`src/rtl/adc_sensor_pkg.sv`:
```
// Shared constants, types and FSM state encoding for the ADC128S022 scan sequencer.
package adc_sensor_pkg;

    localparam int unsigned FRAME_BITS = 16;
    localparam int unsigned DATA_BITS  = 12;
    localparam int unsigned ADDR_MSB   = 13;

    typedef logic [2:0] adc_addr_t;

    typedef logic [1:0] adc_state_t;
    localparam adc_state_t QUIET = 2'd0;
    localparam adc_state_t FRAME = 2'd1;
    localparam adc_state_t LATCH = 2'd2;

    function automatic adc_addr_t next_addr(input adc_addr_t addr, input int unsigned num_ch);
        if (addr == adc_addr_t'(num_ch - 1)) begin
            return '0;
        end
        return addr + 3'd1;
    endfunction

endpackage

```
`src/rtl/adc_sensor_scan_sck_gen.sv`:
```
// SCLK generator: low half then high half per period, edge strobes and a period counter.
module adc_sck_gen
    import adc_sensor_pkg::*;
#(
    parameter int unsigned SCK_HALF = 10
) (
    input  logic                          clk,
    input  logic                          rst,
    input  logic                          en,
    output logic                          sck,
    output logic                          rise,
    output logic                          fall,
    output logic [$clog2(FRAME_BITS)-1:0] bit_cnt
);

    localparam int unsigned BIT_W = $clog2(FRAME_BITS);

    logic [7:0]       half_cnt_q;
    logic             phase_q;
    logic [BIT_W-1:0] bit_cnt_q;
    logic             half_end;

    assign half_end = (half_cnt_q == 8'(SCK_HALF - 1));

    always_ff @(posedge clk) begin
        if (!rst || !en) begin
            half_cnt_q <= '0;
            phase_q    <= 1'b0;
            bit_cnt_q  <= '0;
        end else if (half_end) begin
            half_cnt_q <= '0;
            phase_q    <= !phase_q;
            if (phase_q) begin
                bit_cnt_q <= bit_cnt_q + BIT_W'(1);
            end
        end else begin
            half_cnt_q <= half_cnt_q + 8'd1;
        end
    end

    // Idle high whenever disabled, so a frame starts with the falling edge.
    assign sck     = !en || phase_q;
    assign rise    = en && !phase_q && half_end;
    assign fall    = en && phase_q && half_end;
    assign bit_cnt = bit_cnt_q;

endmodule

```
`src/rtl/adc_sensor_scan.sv`:
```
// Continuous channel scan of the ADC128S022. ADC_SENSOR_AVG_EN enables 4-sample averaging
// and holds off set_valid until four complete sets have been collected.
module adc_sensor_scan
    import adc_sensor_pkg::*;
#(
    parameter int unsigned SCK_HALF = 10,
    parameter int unsigned NUM_CH   = 3
) (
    input  logic        clk,
    input  logic        rst,
    output logic        adc_sck,
    output logic        adc_cs_n,
    output logic        adc_din,
    input  logic        adc_dout,
    output logic [11:0] ch0,
    output logic [11:0] ch1,
    output logic [11:0] ch2,
    output logic        set_valid
);

    localparam int unsigned BIT_W     = $clog2(FRAME_BITS);
    localparam adc_addr_t   LAST_ADDR = adc_addr_t'(NUM_CH - 1);
    localparam logic [8:0]  QUIET_END = 9'(2 * SCK_HALF - 1);

    adc_state_t            state_q, state_d;
    logic [8:0]            quiet_cnt_q;
    adc_addr_t             addr_q, prev_addr_q;
    logic                  first_q;
    logic [FRAME_BITS-1:0] tx_q, rx_q, tx_word;
    logic                  set_valid_q;

    logic                  sck_en, sck_rise, sck_fall;
    logic [BIT_W-1:0]      bit_cnt;
    logic                  quiet_done, frame_done, wr_en, set_done;
    logic [DATA_BITS-1:0]  wr_data;
    logic                  rx_hi_unused;

    assign sck_en = (state_q == FRAME);

    adc_sck_gen #(
        .SCK_HALF (SCK_HALF)
    ) u_sck_gen (
        .clk     (clk),
        .rst     (rst),
        .en      (sck_en),
        .sck     (adc_sck),
        .rise    (sck_rise),
        .fall    (sck_fall),
        .bit_cnt (bit_cnt)
    );

    always_comb begin
        tx_word                 = '0;
        tx_word[ADDR_MSB -: 3]  = addr_q;
    end

    assign quiet_done   = (state_q == QUIET) && (quiet_cnt_q == QUIET_END);
    assign frame_done   = sck_fall && (bit_cnt == BIT_W'(FRAME_BITS - 1));
    assign wr_en        = (state_q == LATCH) && !first_q;
    assign set_done     = wr_en && (prev_addr_q == LAST_ADDR);
    assign wr_data      = rx_q[DATA_BITS-1:0];
    assign rx_hi_unused = ^rx_q[FRAME_BITS-1:DATA_BITS];

    always_comb begin
        state_d = state_q;
        unique case (state_q)
            QUIET:   if (quiet_done) state_d = FRAME;
            FRAME:   if (frame_done) state_d = LATCH;
            LATCH:   state_d = QUIET;
            default: state_d = QUIET;
        endcase
    end

    always_ff @(posedge clk) begin
        if (!rst) begin
            state_q     <= QUIET;
            quiet_cnt_q <= '0;
            addr_q      <= '0;
            prev_addr_q <= '0;
            first_q     <= 1'b1;
            tx_q        <= '0;
            rx_q        <= '0;
        end else begin
            state_q     <= state_d;
            quiet_cnt_q <= (state_q == QUIET && !quiet_done) ? quiet_cnt_q + 9'd1 : 9'd0;
            if (quiet_done) begin
                tx_q <= tx_word;
            end else if (sck_fall) begin
                tx_q <= {tx_q[FRAME_BITS-2:0], 1'b0};
            end
            if (sck_rise) begin
                rx_q <= {rx_q[FRAME_BITS-2:0], adc_dout};
            end
            if (state_q == LATCH) begin
                prev_addr_q <= addr_q;
                addr_q      <= next_addr(addr_q, NUM_CH);
                first_q     <= 1'b0;
            end
        end
    end

    // Chip select stays low through LATCH; only QUIET separates frames.
    assign adc_cs_n  = (state_q == QUIET);
    assign adc_din   = tx_q[FRAME_BITS-1];
    assign set_valid = set_valid_q;

`ifdef ADC_SENSOR_AVG_EN
    logic [DATA_BITS-1:0] hist_q [3][4];
    logic [13:0]          sum_q  [3];
    logic [2:0]           sets_q;

    always_ff @(posedge clk) begin
        if (!rst) begin
            for (int i = 0; i < 3; i++) begin
                sum_q[i] <= '0;
                for (int k = 0; k < 4; k++) begin
                    hist_q[i][k] <= '0;
                end
            end
            sets_q      <= '0;
            set_valid_q <= 1'b0;
        end else begin
            set_valid_q <= set_done && (sets_q >= 3'd3);
            if (set_done && sets_q != 3'd4) begin
                sets_q <= sets_q + 3'd1;
            end
            for (int i = 0; i < 3; i++) begin
                if (wr_en && prev_addr_q == adc_addr_t'(i)) begin
                    sum_q[i] <= sum_q[i] + 14'(wr_data) - 14'(hist_q[i][3]);
                    for (int k = 3; k > 0; k--) begin
                        hist_q[i][k] <= hist_q[i][k-1];
                    end
                    hist_q[i][0] <= wr_data;
                end
            end
        end
    end

    assign ch0 = sum_q[0][13:2];
    assign ch1 = sum_q[1][13:2];
    assign ch2 = sum_q[2][13:2];
`else
    logic [DATA_BITS-1:0] ch_q [3];

    always_ff @(posedge clk) begin
        if (!rst) begin
            for (int i = 0; i < 3; i++) begin
                ch_q[i] <= '0;
            end
            set_valid_q <= 1'b0;
        end else begin
            set_valid_q <= set_done;
            // Addresses beyond 2 match no slot and are dropped here.
            for (int i = 0; i < 3; i++) begin
                if (wr_en && prev_addr_q == adc_addr_t'(i)) begin
                    ch_q[i] <= wr_data;
                end
            end
        end
    end

    assign ch0 = ch_q[0];
    assign ch1 = ch_q[1];
    assign ch2 = ch_q[2];
`endif

endmodule
```
`config.mk`:
```
export PLATFORM = sky130hd
export DESIGN_NAME = adc_sensor_scan
export DESIGN_NICKNAME = d
export VERILOG_FILES = /design/src/rtl/adc_sensor_pkg.sv /design/src/rtl/adc_sensor_scan_sck_gen.sv /design/src/rtl/adc_sensor_scan.sv
export SDC_FILE = /design/constraint.sdc
export NUM_CORES = 1
export LEC_CHECK = 0
export CAP_MARGIN = 20
export CORE_UTILIZATION = 40
export DETAILED_ROUTE_END_ITERATION = 8
export GPL_TIMING_DRIVEN = 1
export PLACE_DENSITY = 0.7
export SLEW_MARGIN = 0
export SYNTH_ARGS = -nofsm -noshare
export SYNTH_HDL_FRONTEND = slang
export SYNTH_HIERARCHICAL = 1
export SYNTH_SLANG_ARGS = --single-unit
export TNS_END_PERCENT = 50
```
`constraint.sdc`:
```
create_clock -name clk -period 2.4 [get_ports clk]
set_clock_uncertainty 0.1 [all_clocks]
set_input_delay 0.48 -clock clk [delete_from_list [all_inputs] [get_ports clk]]
set_output_delay 0.48 -clock clk [all_outputs]
set_load 0.02 [all_outputs]
```
==> impl_metrics.json, run 1 <==
{
  "status": "finished clean",
  "worst_hold_slack_ps": 356,
  "num_io_pins": 43,
  "cts-root-buf": "clkbuf_8",
  "most-common-layout-cells": "48 x dfxtp_1, 42 x clkdlybuf4s50_1, 36 x edfxtp_1",
  "finalHoldViolCount": 0,
  "cp_slowest_stage_delay_ps": 560,
  "numCtsBuffers": 9,
  "grt_pass1_vias": 2029,
  "synthAdderAreaFrac_pct": 1.51,
  "cts_max_path_buffers": 2,
  "grt_pass1_wl_um": 9090,
  "first_iter_violations": 95,
  "setup_violations": 0,
  "path_clk_slew_ps": 90,
  "path_class": "flop to output pin",
  "vias_per_cell": 4.83,
  "synthToLayoutAreaGrowth_pct": 22.5,
  "grt_max_degree": 19,
  "ys.flop_type": "dfxtp_1",
  "power.density_mw_per_mm2": 658,
  "synth_xor_area_share_pct": 1.84,
  "p_leak_nw": 1.37,
  "synth.avg_cell_area_um2": 11.9,
  "crit_chain": "nor2_1 > nand2b_1 > clkdlybuf4s50_1",
  "wire_per_inst_um": 12.5,
  "synth_seq_area_share_pct": 62.0,
  "end_kind": "output pin",
  "slowest_stage": "clkdlybuf4s50_1",
  "synth-compound-area-share_pct": 6.17,
  "wirelength_um": 5490,
  "numClockSinks": 85,
  "yosysWarnings": 6,
  "ys_types": 44,
  "drv_slew": 0,
  "syn-num-nets": 286,
  "crit_path_start_kind": "flop",
  "fin_ws_ps": 172,
  "synth_mux_area_share_pct": 5.19,
  "insertion_delay_ps": 350,
  "dieArea_mm2": 0.00868,
  "ctsHoldBuffers": 0,
  "rows": 32,
  "drtPass1Iterations": 4,
  "initial_utilization_pct": 42.1,
  "rsz0062_at_grt": "false",
  "dp_slack_ps": 243,
  "ir_drop_uv": 339,
  "worstPathMaxFanout": 9,
  "tightest_slew_ps": 468,
  "die_h_um": 93.2,
  "place_congestion": 0.766,
  "hold_class": "flop to flop",
  "yosys.area_share.simple_pct": 20.2,
  "globalRouteOverflowTotal": 0,
  "dp_hpwl_um": 3920,
  "maxCapViolations": 0,
  "antenna_found_initial": 0,
  "remaining_drc_errors": 0,
  "synth_edf_count": 36,
  "dieWidth_um": 93.2,
  "synth.cell_area_mm2": 0.00332,
  "coreArea_mm2": 0.00789,
  "vias": 2116,
  "period_needed_ps": 2230,
  "period_share_pct": 92.8,
  "fmaxAchievable_mhz": 449,
  "track_usage_pct": 13.5,
  "fin_setup_tns_ps": 0,
  "final_common_cell": "dfxtp_1",
  "nets": 338,
  "diodes": 0,
  "worst-endpoint-arrival_ps": 1650,
  "required_ps": 1820,
  "ant_nets": 0,
  "synth_top_family_by_area": "simple AND/OR/NAND/NOR gates",
  "cts_tree": "built",
  "ys_seq_elements": 85,
  "syn_inst": 279,
  "fill_cells": 692,
  "synthArstFlopShare_pct": 0,
  "drive_above_1_share_pct": 15.5,
  "htreeDepth": 3,
  "max_slew_margin_pct": 68.7,
  "io_buffer_count": 42
}
-- timing repair --
item,CTS,global route
buffers inserted,0,0
hold endpoints to repair,0,0
setup endpoints to repair,0,1
gates resized for setup,0,1
-- sequential cells by signal (all words and copies together) (netlist names), 2 cells and up --
signal / count
addr_q: 3
rx_q: 12
state_q: 2
tx_q: 5
u_sck_gen/half_cnt_q: 8
ch_q: 36
u_sck_gen/bit_cnt: 4
quiet_cnt_q: 9
prev_addr_q: 3
-- through the flow --
step                total power, mW  utilization (%)  std cells  instance area, um2
finish                         2.68             51.6        438                4070
global route                   2.79             51.6        438                4070
CTS                            2.71             51.6        438                4070
detailed placement             1.73             49.1        422                3870
global placement               1.73             49.1        422                3870
floorplan                      1.65                -        279                3320
-- layout make-up --
| type | count | area (um2) | area share (%) |
|---|---|---|---|
| flip-flops and latches | 85 | 2060 | 50.6 |
| multi-input cells | 176 | 1160 | 28.6 |
| repair buffers | 51 | 488 | 12.0 |
| well taps | 102 | 128 | 3.13 |
| clock buffers | 9 | 124 | 3.04 |
| clock inverters | 7 | 76.3 | 1.87 |
| inverters | 8 | 30.0 | 0.737 |
-- critical path, delay by kind of cell (launching register included) --
family                 cells  cell delay, ps
and+or+nand+nor            2             350
DFF                        1             380
buffers and inverters      1             560
-- cells in the mapped netlist (2+ instances only) --
cell / count / area share [%]
dfxtp_1: 49 / 30
edfxtp_1: 36 / 33
nor2_1: 25 / 2.8
a21oi_1: 19 / 2.9
nand2_1: 19 / 2.1
mux2i_1: 15 / 4.5
and2_2: 12 / 2.7
o21ai_0: 11 / 1.7
nand3_1: 9 / 1.4
inv_1: 8 / 0.90
or3_1: 8 / 1.5
nand2b_1: 6 / 1.1
nand4_1: 5 / 0.94
buf_6: 4 / 1.4
clkbuf_1: 4 / 0.45
ha_1: 4 / 1.5
xnor2_1: 4 / 1.1
and3_1: 3 / 0.56
nand3b_1: 3 / 0.68
nor4b_2: 3 / 1.4
xor2_1: 3 / 0.79
mux2_2: 2 / 0.68
nor3_1: 2 / 0.30
nor3b_1: 2 / 0.45
o211ai_1: 2 / 0.45
o31ai_1: 2 / 0.45
or4_1: 2 / 0.45
-- layer usage --
layer  track usage (%)  wire [um]  up-vias
li1                  -          -     1099
met1              16.6       2650      968
met2              21.8       2520       42
met3              4.39        240        7
met4              5.77         77        0
met5                 0          0        -
-- report_power, final --
part	internal, mW	leakage (nW)	switching [mW]	total [mW]
clock	0.411	0.102	0.572	0.983
sequential	1.54	0.737	0.0130	1.55
combinational	0.0666	0.535	0.0801	0.147
-- path summary, 6_finish.rpt --
| kind | from | to | slack [ps] | cells after the start |
|---|---|---|---|---|
| worst min-delay path | state_q[0] | state_q[1] | 360 | 2 |
| worst max-delay path | state_q[1] | adc_sck | 170 | 3 |
| worst min register to register | state_q[0] | state_q[1] | 360 | 2 |
| worst max register to register | u_sck_gen/half_cnt_q[0] | tx_q[15] | 240 | 6 |
-- logic make-up after synthesis --
group / Yosys count
compound gates: 37
xor+xnor: 7
fa+ha+maj: 4
buf+inv: 18
flops: 85
mux: 17
simple gates: 111
Power figures use the tool's default switching activity.
==> run 2, diff against run 1 <==
CORE_MARGIN = 4   (was default)
==> impl_metrics.json, run 2 (synthesis results as in run 1) <==
{
  "fin_util_pct": 51.6,
  "initial_utilization_pct": 42.1,
  "antenna_found_initial": 0,
  "dieWidth_um": 99.2,
  "power.density_mw_per_mm2": 658,
  "maxCapViolations": 0,
  "cts_max_path_buffers": 2,
  "htreeDepth": 3,
  "fill_cells": 705,
  "numClockSinks": 85,
  "top_regs": "ch_q x36, rx_q x12, quiet_cnt_q x9",
  "grt_max_degree": 19,
  "fin_setup_tns_ps": 0,
  "place_congestion": 0.761,
  "status": "finished clean",
  "wire_per_inst_um": 12.6,
  "final_common_cell": "dfxtp_1",
  "setup_violations": 0,
  "drive_above_1_share_pct": 15.5,
  "crit_path_start_kind": "flop",
  "min_from": "state_q[0]",
  "cts-root-buf": "clkbuf_8",
  "remaining_drc_errors": 0,
  "rsz0062_at_grt": "false",
  "hold_class": "flop to flop",
  "track_usage_pct": 11.6,
  "p_leak_nw": 1.38,
  "numCtsBuffers": 9,
  "num_io_pins": 43,
  "largest_register_ffs": 36,
  "wirelength_um": 5530,
  "most-common-layout-cells": "48 x dfxtp_1, 42 x clkdlybuf4s50_1, 36 x edfxtp_1",
  "grt_pass1_vias": 1916,
  "nets": 338,
  "dp_hpwl_um": 4030,
  "vias": 2155,
  "insertion_delay_ps": 360,
  "ant_nets": 0,
  "dieArea_mm2": 0.00983,
  "final_area_mm2": 0.00407,
  "numPlacedInstances": 422,
  "drv_slew": 0,
  "regMostFlops": "ch_q",
  "grt_pass1_wl_um": 9140,
  "die_h_um": 99.2,
  "vias_per_cell": 4.92,
  "drtPass1Iterations": 4,
  "cts_tree": "built",
  "tightest_slew_ps": 450,
  "globalRouteOverflowTotal": 0,
  "end_kind": "output pin",
  "reg2reg_from": "u_sck_gen/half_cnt_q[0]",
  "ir_drop_uv": 274,
  "diodes": 0,
  "io_buffer_count": 42,
  "required_ps": 1820,
  "path_class": "flop to output pin",
  "coreArea_mm2": 0.00789,
  "period_needed_ps": 2220,
  "path_clk_slew_ps": 90,
  "synthToLayoutAreaGrowth_pct": 22.5,
  "fmaxAchievable_mhz": 450,
  "crit_path_start": "state_q[1]",
  "rows": 32,
  "worst-endpoint-arrival_ps": 1640,
  "period_share_pct": 92.5,
  "first_iter_violations": 171,
  "dpl-instance-area_mm2": 0.00387,
  "worstPathMaxFanout": 9,
  "fin_cells": 438,
  "max_slew_margin_pct": 70.0,
  "finalHoldViolCount": 0
}
[run 2: cell count changes in the layout (fill, tap and decap cells not counted)]
cell	change
clkinv_4	-2
inv_6	+2
o21ai_1	+1
o21ai_0	-1
[run 2: worst paths after layout]
kind,depth (start not counted),slack [ps],endpoint
setup / recovery,3,180,adc_sck
setup reg to reg,6,250,tx_q[15]
hold reg to reg,2,350,state_q[1]
hold / removal,2,350,state_q[1]
[run 2: cell type report]
| class | count | area, um2 | share of cell area, % |
|---|---|---|---|
| tap | 102 | 128 | 3.13 |
| inverter | 8 | 30.0 | 0.737 |
| clock inverter | 7 | 76.3 | 1.87 |
| multi-input combinational | 176 | 1160 | 28.6 |
| timing repair buffer | 51 | 488 | 12.0 |
| clock buffer | 9 | 124 | 3.04 |
| sequential | 85 | 2060 | 50.6 |
[run 2: routing by layer]
layer | vias up | GRT usage, % | part of all wire [%]
met5 | - | 0 | 0
met4 | 0 | 4.41 | 1.0
met3 | 6 | 3.79 | 5.0
met2 | 44 | 17.8 | 45
met1 | 1006 | 15.3 | 48
li1 | 1099 | - | -
[run 2: timing repair]
action                     CTS  global route
resized for setup            0             1
setup buffers                0             0
setup endpoints to repair    0             1
hold buffers                 0             0
[run 2: stage by stage]
stage / setup WS, ps / power, mW / hold slack (ps)
global route: 91.4 / 2.81 / 355
floorplan: 41.1 / 1.65 / 330
finish: 179 / 2.68 / 354
detailed placement: 255 / 1.73 / 352
CTS: 6.90 / 2.72 / 355
global placement: 299 / 1.73 / 347
[run 2: power by group]
part / total (mW) / switching, mW / internal (mW)
Clock: 0.984 / 0.569 / 0.415
Combinational: 0.149 / 0.0823 / 0.0667
Sequential: 1.55 / 0.0126 / 1.54
[run 2: critical path, stage by stage, from the launching register on]
cell and delay, ps:
dfxtp_2 380, nor2_1 220, nand2b_1 130, clkdlybuf4s50_1 560
